### config.mk
export PLATFORM = sky130hd
export DESIGN_NAME = accum_sched
export DESIGN_NICKNAME = d
export VERILOG_FILES = /design/src/rtl/accum_pkg.sv /design/src/rtl/accum_rr_arb.sv /design/src/rtl/accum_sched.sv
export SDC_FILE = /design/constraint.sdc
export NUM_CORES = 1
export LEC_CHECK = 0
export CAP_MARGIN = 20
export CORE_UTILIZATION = 43
export CTS_CLUSTER_DIAMETER = 200
export DETAILED_ROUTE_END_ITERATION = 10
export GPL_TIMING_DRIVEN = 0
export PLACE_DENSITY = 0.77
export SYNTH_ARGS = -nofsm -noshare
export SYNTH_HDL_FRONTEND = slang
export SYNTH_HIERARCHICAL = 1
export SYNTH_SLANG_ARGS = --single-unit
### constraint.sdc
create_clock -name PHI -period 1.78 [get_ports PHI]
set_clock_uncertainty 0.05 [all_clocks]
set_input_delay 0.356 -clock PHI [delete_from_list [all_inputs] [get_ports PHI]]
set_output_delay 0.356 -clock PHI [all_outputs]
set_load 0.02 [all_outputs]
### src/rtl/accum_pkg.sv
// accum_pkg: shared types and defaults for the accumulator scheduler.
// Holds the FSM state encoding, default widths and a saturating-increment helper.
package accum_pkg;

  localparam int W_DEF       = 4;
  localparam int CNT_W_DEF   = 4;
  localparam int TIMEOUT_DEF = 15;

  typedef enum logic [1:0] {
    S_IDLE = 2'd0,
    S_RUN  = 2'd1,
    S_DONE = 2'd2
  } state_e;

  // Increment that sticks at maxv instead of wrapping.
  function automatic int unsigned sat_inc(
    input int unsigned v,
    input int unsigned maxv
  );
    return (v >= maxv) ? maxv : v + 1;
  endfunction

endpackage

### src/rtl/accum_rr_arb.sv
// accum_rr_arb: 2-way round-robin arbiter, combinational; pointer kept by caller.
// Ports: req[1:0] requests, ptr favoured requester, gnt granted index, any request present.
module accum_rr_arb (
  input  logic [1:0] req,
  input  logic       ptr,
  output logic       gnt,
  output logic       any
);

  always_comb begin
    any = |req;
    gnt = req[ptr] ? ptr : ~ptr;
  end

endmodule

### src/rtl/accum_sched.sv
// accum_sched: shares one external W-bit accumulator between two operand streams.
// Ports: PHI/RST_N, REQ_* operand handshakes, ACC_* accumulator link, RES_* result handshake.
module accum_sched
  import accum_pkg::*;
#(
  parameter int W       = W_DEF,
  parameter int CNT_W   = CNT_W_DEF,
  parameter int TIMEOUT = TIMEOUT_DEF
) (
  input  logic             PHI,
  input  logic             RST_N,
  input  logic [1:0]       REQ_VALID,
  input  logic [2*W-1:0]   REQ_DATA,
  input  logic [1:0]       REQ_LAST,
  output logic [1:0]       REQ_READY,
  output logic [W-1:0]     ACC_A,
  output logic             ACC_CIN,
  output logic             ACC_RST,
  input  logic [W-1:0]     ACC_SOUT,
  input  logic             ACC_COUT,
  output logic             RES_VALID,
  input  logic             RES_READY,
  output logic             RES_ID,
  output logic [W-1:0]     RES_SUM,
  output logic             RES_OVF,
  output logic [CNT_W-1:0] RES_CNT,
  output logic             RES_ERR
);

  localparam int TMR_W = $clog2(TIMEOUT + 1);
  localparam int unsigned CNT_MAX = (1 << CNT_W) - 1;
  localparam logic [TMR_W-1:0] TMR_END = TMR_W'(TIMEOUT - 1);

  state_e           state_q, state_d;
  logic             ptr_q, ptr_d;
  logic             g_q, g_d;
  logic             ovf_q, ovf_d;
  logic             err_q, err_d;
  logic [CNT_W-1:0] cnt_q, cnt_d;
  logic [TMR_W-1:0] tmr_q, tmr_d;

  logic             arb_gnt;
  logic             arb_any;
  logic             g_valid;
  logic             g_last;
  logic [W-1:0]     g_data;

  accum_rr_arb u_arb (
    .req (REQ_VALID),
    .ptr (ptr_q),
    .gnt (arb_gnt),
    .any (arb_any)
  );

  always_comb begin
    g_valid = REQ_VALID[g_q];
    g_last  = REQ_LAST[g_q];
    g_data  = REQ_DATA[g_q*W +: W];
  end

  always_comb begin
    state_d = state_q;
    ptr_d   = ptr_q;
    g_d     = g_q;
    ovf_d   = ovf_q;
    err_d   = err_q;
    cnt_d   = cnt_q;
    tmr_d   = tmr_q;
    unique case (state_q)
      S_IDLE: begin
        if (arb_any) begin
          g_d     = arb_gnt;
          ovf_d   = 1'b0;
          err_d   = 1'b0;
          cnt_d   = '0;
          tmr_d   = '0;
          state_d = S_RUN;
        end
      end
      S_RUN: begin
        if (g_valid) begin
          // Accumulator adds on this same edge; carry is
          // combinational so it is sampled here.
          ovf_d = ovf_q | ACC_COUT;
          cnt_d = CNT_W'(sat_inc(32'(cnt_q), CNT_MAX));
          tmr_d = '0;
          if (g_last) state_d = S_DONE;
        end else if (tmr_q == TMR_END) begin
          err_d   = 1'b1;
          state_d = S_DONE;
        end else begin
          tmr_d = tmr_q + 1'b1;
        end
      end
      S_DONE: begin
        if (RES_READY) begin
          ptr_d   = ~g_q;
          state_d = S_IDLE;
        end
      end
      default: state_d = S_IDLE;
    endcase
  end

  always_ff @(posedge PHI) begin
    if (!RST_N) begin
      state_q <= S_IDLE;
      ptr_q   <= 1'b0;
      g_q     <= 1'b0;
      ovf_q   <= 1'b0;
      err_q   <= 1'b0;
      cnt_q   <= '0;
      tmr_q   <= '0;
    end else begin
      state_q <= state_d;
      ptr_q   <= ptr_d;
      g_q     <= g_d;
      ovf_q   <= ovf_d;
      err_q   <= err_d;
      cnt_q   <= cnt_d;
      tmr_q   <= tmr_d;
    end
  end

  always_comb begin
    REQ_READY = 2'b00;
    ACC_A     = '0;
    ACC_CIN   = 1'b0;
    ACC_RST   = 1'b0;
    RES_VALID = 1'b0;
    RES_ID    = 1'b0;
    RES_SUM   = '0;
    RES_OVF   = 1'b0;
    RES_CNT   = '0;
    RES_ERR   = 1'b0;
    unique case (state_q)
      S_IDLE: begin
        ACC_RST = 1'b1;
      end
      S_RUN: begin
        REQ_READY = g_q ? 2'b10 : 2'b01;
        if (g_valid) ACC_A = g_data;
      end
      S_DONE: begin
        RES_VALID = 1'b1;
        RES_ID    = g_q;
        RES_SUM   = ACC_SOUT;
        RES_OVF   = ovf_q;
        RES_CNT   = cnt_q;
        RES_ERR   = err_q;
      end
      default: ACC_RST = 1'b1;
    endcase
  end

endmodule

# ---- Word-level counts from Yosys, hierarchy flattened
# Cells that the tools add are included.
dict set report totals {
  reg_bits 14
  input_bits 20
  output_inout_bits 20
}
dict set report op_classes {
  addsub 2
  magnitude_cmp 3
  n_eq_ne 11
  n_shift 1
  n_mux 37
  bitwise 3
  n_reduce_logical 10
}
# operator count
set ops {}
lappend ops {{4-bit two-way mux} 9}
lappend ops {{1-bit two-way mux} 16}
lappend ops {{4-bit one-hot mux with 2 select lines} 2}
lappend ops {{2-bit two-way mux} 7}
lappend ops {{2-bit inequality test, second input constant} 5}
lappend ops {{3-bit inequality test, second input constant} 3}
lappend ops {{4-bit by 1-bit adder with 4-bit output, second input constant} 2}
lappend ops {{4-bit AND reduction} 2}
lappend ops {{8-bit by 4-bit indexed part select with 4-bit output} 1}
lappend ops {{2-bit one-hot mux with 3 select lines} 1}
lappend ops {{3-bit AND reduction} 2}
lappend ops {{4-bit == test, second input constant} 1}
lappend ops {{4-bit greater-or-equal comparator, second input constant} 1}
lappend ops {{1-bit by 2-bit < comparator with 1-bit output, second input constant} 2}
lappend ops {{1-bit one-hot mux with 2 select lines} 2}
lappend ops {{2-bit AND reduction} 2}
lappend ops {{2-bit OR reduction} 2}
lappend ops {{2-bit by 1-bit == test with 1-bit output, second input constant} 1}
lappend ops {{2-bit == test, second input constant} 1}
lappend ops {{2-bit zero test} 1}
lappend ops {{1-bit inverter} 2}
lappend ops {{2-bit nonzero test} 1}
lappend ops {{1-bit bitwise OR} 1}

# ---- Depth between registers and ports, before layout
# Gate-level depths: netlist of the first run.
dict set report logic_depth {
  ltp_word 5
  mapped_depth 6
  ltp_nobuf 6
}

# ---- Cells and area by module
# Netlist of the first run, hierarchy kept.
# module instances cells_each area_each_um2 seq_area_each_um2
set by_module_without_submodules {}
lappend by_module_without_submodules {accum_sched 1 121 975.9 280.3}
lappend by_module_without_submodules {accum_rr_arb 1 3 20.0 0.0}

# ---- Least setup slack after synthesis of the first run
# OpenSTA, ideal clock, no wires.
dict set report synth_timing {
  kind {register to register}
  start {reg state_q[1]}
  end {reg state_q[1]}
  setup_time_ns 0.119
  arrival_time_ns 1.593
  required_time_ns 1.611
  path_slack_ns 0.018
  stages_incl_launch_ff 7
  path_buffers 0
  period_less_slack_ns 1.762
  cell_sequence {dfxtp_1 -> inv_1 -> ha_1 -> nor2b_1 -> a32o_1 -> a311oi_2 -> o221a_1}
}
dict set report synth_between {
  elab_chain_len 3
  word_cells_on_any_way 9
  classes_between {6 x eq/ne; 1 x mux; 2 x reduce/logical}
}
# item line_no
set synth_rtl {}
lappend synth_rtl {{start, declared} accum_sched.sv:34} ;# state_e state_q, state_d;
lappend synth_rtl {{start signal, assigned} accum_sched.sv:115} ;# state_q <= state_d;
lappend synth_rtl {{2-bit by 1-bit == test with 1-bit output, or another cell as far along} accum_sched.sv:69} ;# unique case (state_q)
lappend synth_rtl {{3-bit inequality test (no line) or 2-bit inequality test (tied branches)} -}
lappend synth_rtl {{4-bit AND reduction (no line)} -}
# Parallel ways exist; a longest one is shown, timed or not.
# A chain may end at the register's enable or synchronous reset.

# ---- Worst setup path in the final report of the first run
dict set report layout_timing {
  start {reg g_q}
  end {out ACC_A[1]}
}
dict set report layout_between {
  elab_chain_len 4
  word_cells_on_any_way 5
  classes_between {1 x shift; 4 x mux}
}
# item line_no
set layout_rtl {}
lappend layout_rtl {{start, declared} accum_sched.sv:36} ;# logic g_q, g_d;
lappend layout_rtl {{start signal, assigned} accum_sched.sv:117} ;# g_q <= g_d;
lappend layout_rtl {{branches (longest 2 deep; another with 8-bit by 4-bit indexed part select with 4-bit output)} -}
lappend layout_rtl {{4-bit two-way mux *} accum_sched.sv:142} ;# if (g_valid) ACC_A = g_data;
lappend layout_rtl {{4-bit two-way mux *} accum_sched.sv:136} ;# unique case (state_q)
lappend layout_rtl {{end, declared} accum_sched.sv:16} ;# output logic [W-1:0] ACC_A,
# Every way passes the cells marked *. The select of a mux whose other input is x is not followed.

==> results.tsv, run 1 <==
metric	value	unit
Iter 0 DRT Violations	26	
Worst path max stage delay	0.33	ns
vias per inst	5.26	
die height	50.1	um
H-tree levels	1	
Cell variety after synth	33	
Worst Slack Setup Final	0.00894	ns
antenna violation net count after detailed routing	0	
Hold Startpoint	RST_N	
Sw Share	42.9	%
Seq cells post-synth	14	
clk sinks	14	
status	completed	
FFs w/ async S/R, synth	0	%
first drt pass iteration count	4	
Fmax	0.565	GHz
WL final	2.69	mm
final core utilization	69.3	%
hold_buf cts	0	
RR Startpoint	state_q[0]	
initial antenna violation count	0	
Cell Int Power	0.00106	W
met3 usage	4.01	%
top_reg_cell synth	dfxtp_1	
syn nets	150	
CP Max Fanout	5	
global-route wire length before repair	4.45	mm
Net Sw Power	0.000799	W
Synth Cell Area	996	um2
cell area after layout	1520	um2
Setup TNS Final	0	ns
area of the core	2190	um2
HPWL Detailed	1.94	mm
Mapped Cells	124	
Reg clk slew, reported paths	0.09	ns
number of global-route vias before repair	1025	
routed len/inst	13.6	um
Final Power	0.00186	W
diodes inserted	0	
max-slew violations	0	
WP data arrival	1.37	ns
# Max-Cap Violations	0	
clk buf depth	2	
critical path's slowest cell	dfxtp_2	
ratio of final minimum period to clock period	99.5	%
Die Wd	50.1	um
PwrDens	1230	nW/um2
# IOs	40	
Remaining DRCs	0	
met2 Resource Use GR	41.8	%
Worst Setup SP	g_q	
critical path startpoint category	register	
CP Cell Sequence	buf_6 > mux2i_4 > nand2b_4 > nor2_1 > buf_4	
CTS tree	yes	
largest net degree at the start of global routing	11	
total track usage	23.5	%
GR Util met1	26.0	%
initial core utilization	45.5	%
final hold vios	0	
Lkg Pwr	0.667	nW
Syn Area/Cell	8.03	um2
crit path kind	reg2out	
dpl cell area	1400	um2
Hold WC Path Type	in2reg	
combinational share of power	64.6	%
WP data required	1.37	ns
sequential power share	22.4	%
routed vias	1041	
fin nets	197	
CTS root buffer	clkbuf_4	
DIE AREA	2510	um2
number of synthesized flops with an enable pin	0	
Top Usage Layer GRT	met2	
final setup fails	0	
number of core rows	17	
gp weighted congestion	0.775	
Final min period	1.77	ns
IO buf count	37	
Area Overhead vs Synth	52.4	%
Yosys warning total	6	
maximum vdd drop	0.731	mV
pre-CTS worst setup slack	-0.801	ns
cts bufs inserted	3	
fraction of layout cells with a size suffix above 1	30.0	%
post-synthesis sequential area ratio	28.1	%
grt total ovfl	0	
clock network power share	13.0	%
RSZ-0062 raised after global routing	yes	
Crit. End Element	output pin	
Skew-Pair Late Insertion Delay	0.30	ns
-- metrics by stage --
step,instances,hold slack (ns)
global placement,189,0.396
global route,198,0.431
CTS,198,0.396
floorplan,124,0.379
finish,198,0.401
detailed placement,189,0.401
-- power by group through the flow --
| stage | registers [W] | clock network (W) | logic (W) |
|---|---|---|---|
| after floorplan | 0.000405 | 0 | 0.000657 |
| after global placement | 0.000411 | 0 | 0.000944 |
| after detailed placement | 0.000413 | 0 | 0.000976 |
| after CTS | 0.000410 | 0.000249 | 0.00110 |
| after global routing | 0.000424 | 0.000251 | 0.00130 |
| final | 0.000416 | 0.000242 | 0.00120 |
-- synth_stat cells, types with 2 or more instances --
master    count  share of area (%)
ha_1          6                7.5
nor2b_1       3                1.9
nand3_1       5                2.5
inv_1        11                4.1
nand2_1       7                2.6
clkbuf_1      3                1.1
dfxtp_1      14                 28
nor2_1       11                4.1
and2_1       13                8.2
a21oi_1       8                4.0
mux2i_1       8                8.0
and3_1        4                2.5
o211ai_1      2                1.5
o21ai_0       8                4.0
nand2b_1      3                1.9
-- state kept, by name, indices dropped and copies added (netlist names) --
| name | count |
|---|---|
| tmr_q | 4 |
| err_q | 1 |
| ptr_q | 1 |
| cnt_q | 4 |
| ovf_q | 1 |
| g_q | 1 |
| state_q | 2 |
-- cell type report --
cell class	instances	area (um2)
clock buffers	4	36.3
multi-input cells	94	728
flip-flops and latches	14	284
well taps	28	35.0
inverters	11	41.3
repair buffers	42	353
plain buffers	5	40.0
fillers	190	673
-- cell families after synthesis --
logic type / share of synthesized area (%)
AND/OR/NAND/NOR: 28.3
multiplexers: 10.3
flip-flops: 28.1
adder cells (fa/ha/maj): 7.54
other: 0.377
AO/OA/AOI/OAI: 18.2
buffers and inverters: 7.16
-- final timing paths --
path                end  slack [ns]  cells past startpoint
max            ACC_A[1]       0.009                      5
min reg2reg       ovf_q        0.42                      2
max reg2reg  state_q[0]        0.08                      6
min          state_q[1]        0.40                      2
-- placed cells by master, fill, tap and decap left out, types with 3 or more instances in the layout --
cell	count
nand2_1	7
ha_4	3
dfxtp_2	3
nand3_1	5
nor2_2	3
clkbuf_4	3
nor2_1	8
inv_1	9
buf_4	9
clkdlybuf4s50_1	16
o21ai_0	8
dfxtp_1	11
and3_1	3
mux2i_1	6
dlygate4sd2_1	3
buf_6	5
nor2b_1	3
and2_1	13
a21oi_1	8
ha_1	3
buf_2	10
-- worst max-delay path: cells and delay by family (launching register included) --
family | cells | cell delay (ns)
buffers and inverters | 2 | 0.25
flip-flops | 1 | 0.33
multiplexers | 1 | 0.23
AND/OR/NAND/NOR | 2 | 0.25
-- metal layers --
metal  part of all wire (%)  vias to the layer above  wire, um
met4                    2.0                        0        55
met2                     48                       35      1300
met1                     43                      481      1150
li1                       -                      520         -
met3                    7.0                        5       188
met5                      0                        -         0
-- what timing repair did --
| action | 4_1_cts | 5_1_grt |
|---|---|---|
| resized for setup | 89 | 21 |
| buffers inserted | 5 | 0 |
| pin swaps | 1 | 2 |
| endpoints found under the setup margin | 22 | 17 |
No activity file was read; power rests on OpenSTA's default activity.
==> run 2: changes to the inputs <==
--- a/config.mk
+++ b/config.mk
@@ -5,12 +5,14 @@
 export SDC_FILE = /design/constraint.sdc
 export NUM_CORES = 1
 export LEC_CHECK = 0
+export ABC_AREA = 1
 export CAP_MARGIN = 20
+export CORE_MARGIN = 10
 export CORE_UTILIZATION = 43
 export CTS_CLUSTER_DIAMETER = 200
 export DETAILED_ROUTE_END_ITERATION = 10
 export GPL_TIMING_DRIVEN = 0
-export PLACE_DENSITY = 0.77
+export PLACE_DENSITY = 0.76
 export SYNTH_ARGS = -nofsm -noshare
 export SYNTH_HDL_FRONTEND = slang
 export SYNTH_HIERARCHICAL = 1
==> results.tsv, run 2 <==
metric	value	unit	change
# IOs	40		unchanged
combinational share of power	65.0	%	+0.4 points
first drt pass iteration count	4		unchanged
clk buf depth	2		unchanged
Crit. End Element	output pin		
sequential power share	23.6	%	+1.2 points
final hold vios	0		unchanged
Worst Setup SP	state_q[1]		
vias per inst	4.95		-5.8%
area share of the largest cell type after synthesis	27.8	%	-0.31 points
Worst path max stage delay	0.35	ns	+0.02 ns
largest net degree at the start of global routing	11		unchanged
Remaining DRCs	0		unchanged
post-synth top area cell	dfxtp_1		
Hold Startpoint	err_q		
Seq cells post-synth	14		unchanged
gp weighted congestion	0.827		+6.7%
RR Startpoint	state_q[0]		
Reg clk slew, reported paths	0.09	ns	about the same
routed len/inst	13.1	um	-3.6%
Final Power	0.00204	W	+9.6%
cts bufs inserted	3		unchanged
most frequent cell after synthesis	nand2_1		
die height	68.4	um	+36%
# Max-Cap Violations	0		unchanged
syn nets	190		+27%
Cell Int Power	0.00107	W	+0.66%
total track usage	13.1	%	-10 points
final setup fails	0		unchanged
grt total ovfl	0		unchanged
commonest non-fill, non-tap cell in the layout	nand2_1		
CP Cell Sequence	inv_2 > ha_4 > buf_8 > nand2_8 > a21oi_2 > buf_6		
Lkg Pwr	0.809	nW	+21%
CTS root buffer	clkbuf_4		
H-tree levels	1		unchanged
top_reg_cell synth	dfxtp_1		
area of the core	2210	um2	+0.97%
DIE AREA	4680	um2	+86%
RSZ-0062 raised after global routing	yes		
Worst Slack Setup Final	0.0333	ns	+0.0243 ns
maximum vdd drop	0.957	mV	+31%
Area Overhead vs Synth	54.0	%	
most frequent cells in the layout	nand2_1 (42), inv_1 (29), clkdlybuf4s50_1 (17)		
antenna violation net count after detailed routing	0		unchanged
WP data arrival	1.34	ns	-0.03 ns
Cell variety after synth	22		-33%
Mapped Cells	164		+32%
Synth area leaders	dfxtp_1 (28%), nand2_1 (16%), inv_1 (12%)		
Hold WC Path Type	reg2reg		
initial core utilization	45.5	%	+0.072 points
fin nets	240		+22%
Die Wd	68.4	um	+36%
WL final	3.16	mm	+17%
PwrDens	1310	nW/um2	+7.2%
status	completed		
Iter 0 DRT Violations	51		+96%
diodes inserted	0		unchanged
clock network power share	11.4	%	-1.6 points
ratio of final minimum period to clock period	98.1	%	-1.4 points
Synth Cell Area	1010	um2	+1.1%
WP data required	1.37	ns	about the same
pre-CTS worst setup slack	-0.586	ns	+0.214 ns
global-route wire length before repair	4.82	mm	+8.2%
HPWL Detailed	2.33	mm	+20%
routed vias	1193		+15%
most frequent cells after synthesis	nand2_1 (44), inv_1 (33), a21oi_1 (18)		
CTS tree	yes		
number of global-route vias before repair	1101		+7.4%
max-slew violations	0		unchanged
IO buf count	38		+2.7%
Fmax	0.572	GHz	+1.4%
Skew-Pair Late Insertion Delay	0.29	ns	about the same
critical path startpoint category	register		
largest registers	cnt_q: 4 flops, tmr_q: 4 flops, state_q: 2 flops		
initial antenna violation count	0		unchanged
number of core rows	17		unchanged
Net Sw Power	0.000970	W	+21%
FFs w/ async S/R, synth	0	%	unchanged
Sw Share	47.6	%	+4.7 points
fraction of layout cells with a size suffix above 1	26.3	%	-3.7 points
crit path kind	reg2out		
clk sinks	14		unchanged
number of synthesized flops with an enable pin	0		unchanged
Final min period	1.75	ns	-0.0243 ns
Syn Area/Cell	6.14	um2	-24%
hold_buf cts	0		unchanged
critical path's slowest cell	dfxtp_2		
post-synthesis sequential area ratio	27.8	%	-0.31 points
CP Max Fanout	6		+1
Yosys warning total	6		unchanged
[run 2: changes by cell type in the layout (fill, tap and decap cells not counted), sizes merged, moves of 4 or more]
cell / change
mux2i: -9
a21oi: +9
inv: +23
nand2: +43
and2: -13
and3: -4
nand3: +8
[run 2: layout make-up]
cell class	instances	area (um2)
Inverter	34	130
Sequential cell	14	287
Fill cell	195	661
Clock buffer	4	36.3
Buffer	4	48.8
Tap cell	28	35.0
Timing Repair Buffer	45	365
Multi-Input combinational cell	112	649
[run 2: per-stage QoR]
| stage | hold WS, ns | TNS, ns | area, um2 | utilization [%] | instances |
|---|---|---|---|---|---|
| finish | 0.424 | 0 | 1550 | 70.1 | 241 |
| global route | 0.449 | -0.0456 | 1550 | 70.1 | 241 |
| CTS | 0.407 | -0.196 | 1440 | 64.9 | 234 |
| detailed placement | 0.391 | -6.76 | 1420 | 64.3 | 230 |
| global placement | 0.389 | -6.04 | 1420 | 64.3 | 230 |
| floorplan | 0.380 | 0 | 1010 | - | 164 |
[run 2: worst max-delay path: cells and delay by family (launching register included)]
family,cells,cell delay (ns)
buffers and inverters,3,0.34
adders and majority gates,1,0.16
DFF,1,0.35
and+or+nand+nor,1,0.07
AOI/OAI and AO/OA,1,0.12
[run 2: kinds of logic after synthesis]
kind of cell               synth area share (%)
adders and majority gates                  7.45
and+or+nand+nor                            31.8
DFF                                        27.8
other                                     0.372
AOI/OAI and AO/OA                          15.8
buffers and inverters                      15.0
xor gates and xnor gates                   1.74
[run 2: timing repair]
action	in CTS	in global routing
resized for setup	87	25
setup buffers	0	7
pin swaps	0	1
endpoints found under the setup margin	19	16
[run 2: power groups by stage]
| stage | clock network, W | logic [W] | registers, W |
|---|---|---|---|
| finish | 0.000232 | 0.00133 | 0.000480 |
| global placement | 0 | 0.00109 | 0.000452 |
| global route | 0.000256 | 0.00146 | 0.000491 |
| detailed placement | 0 | 0.00111 | 0.000457 |
| CTS | 0.000239 | 0.00113 | 0.000468 |
| floorplan | 0 | 0.000759 | 0.000442 |
[run 2: routing by layer]
layer	routed length (um)	share of wire [%]	GRT usage, %	vias to the layer above
li1	-	-	-	603
met1	1260	40	13.7	544
met2	1580	50	23.2	39
met3	264	8.4	4.57	7
met4	50	1.6	5.78	0
met5	0	0	0	-
[run 2: final timing paths]
path                            cells after the start  slack [ns]        to
worst min register to register                      2        0.42     err_q
worst max-delay path                                6        0.03  ACC_A[3]
worst max register to register                      8        0.24  cnt_q[3]
worst min-delay path                                2        0.42     err_q
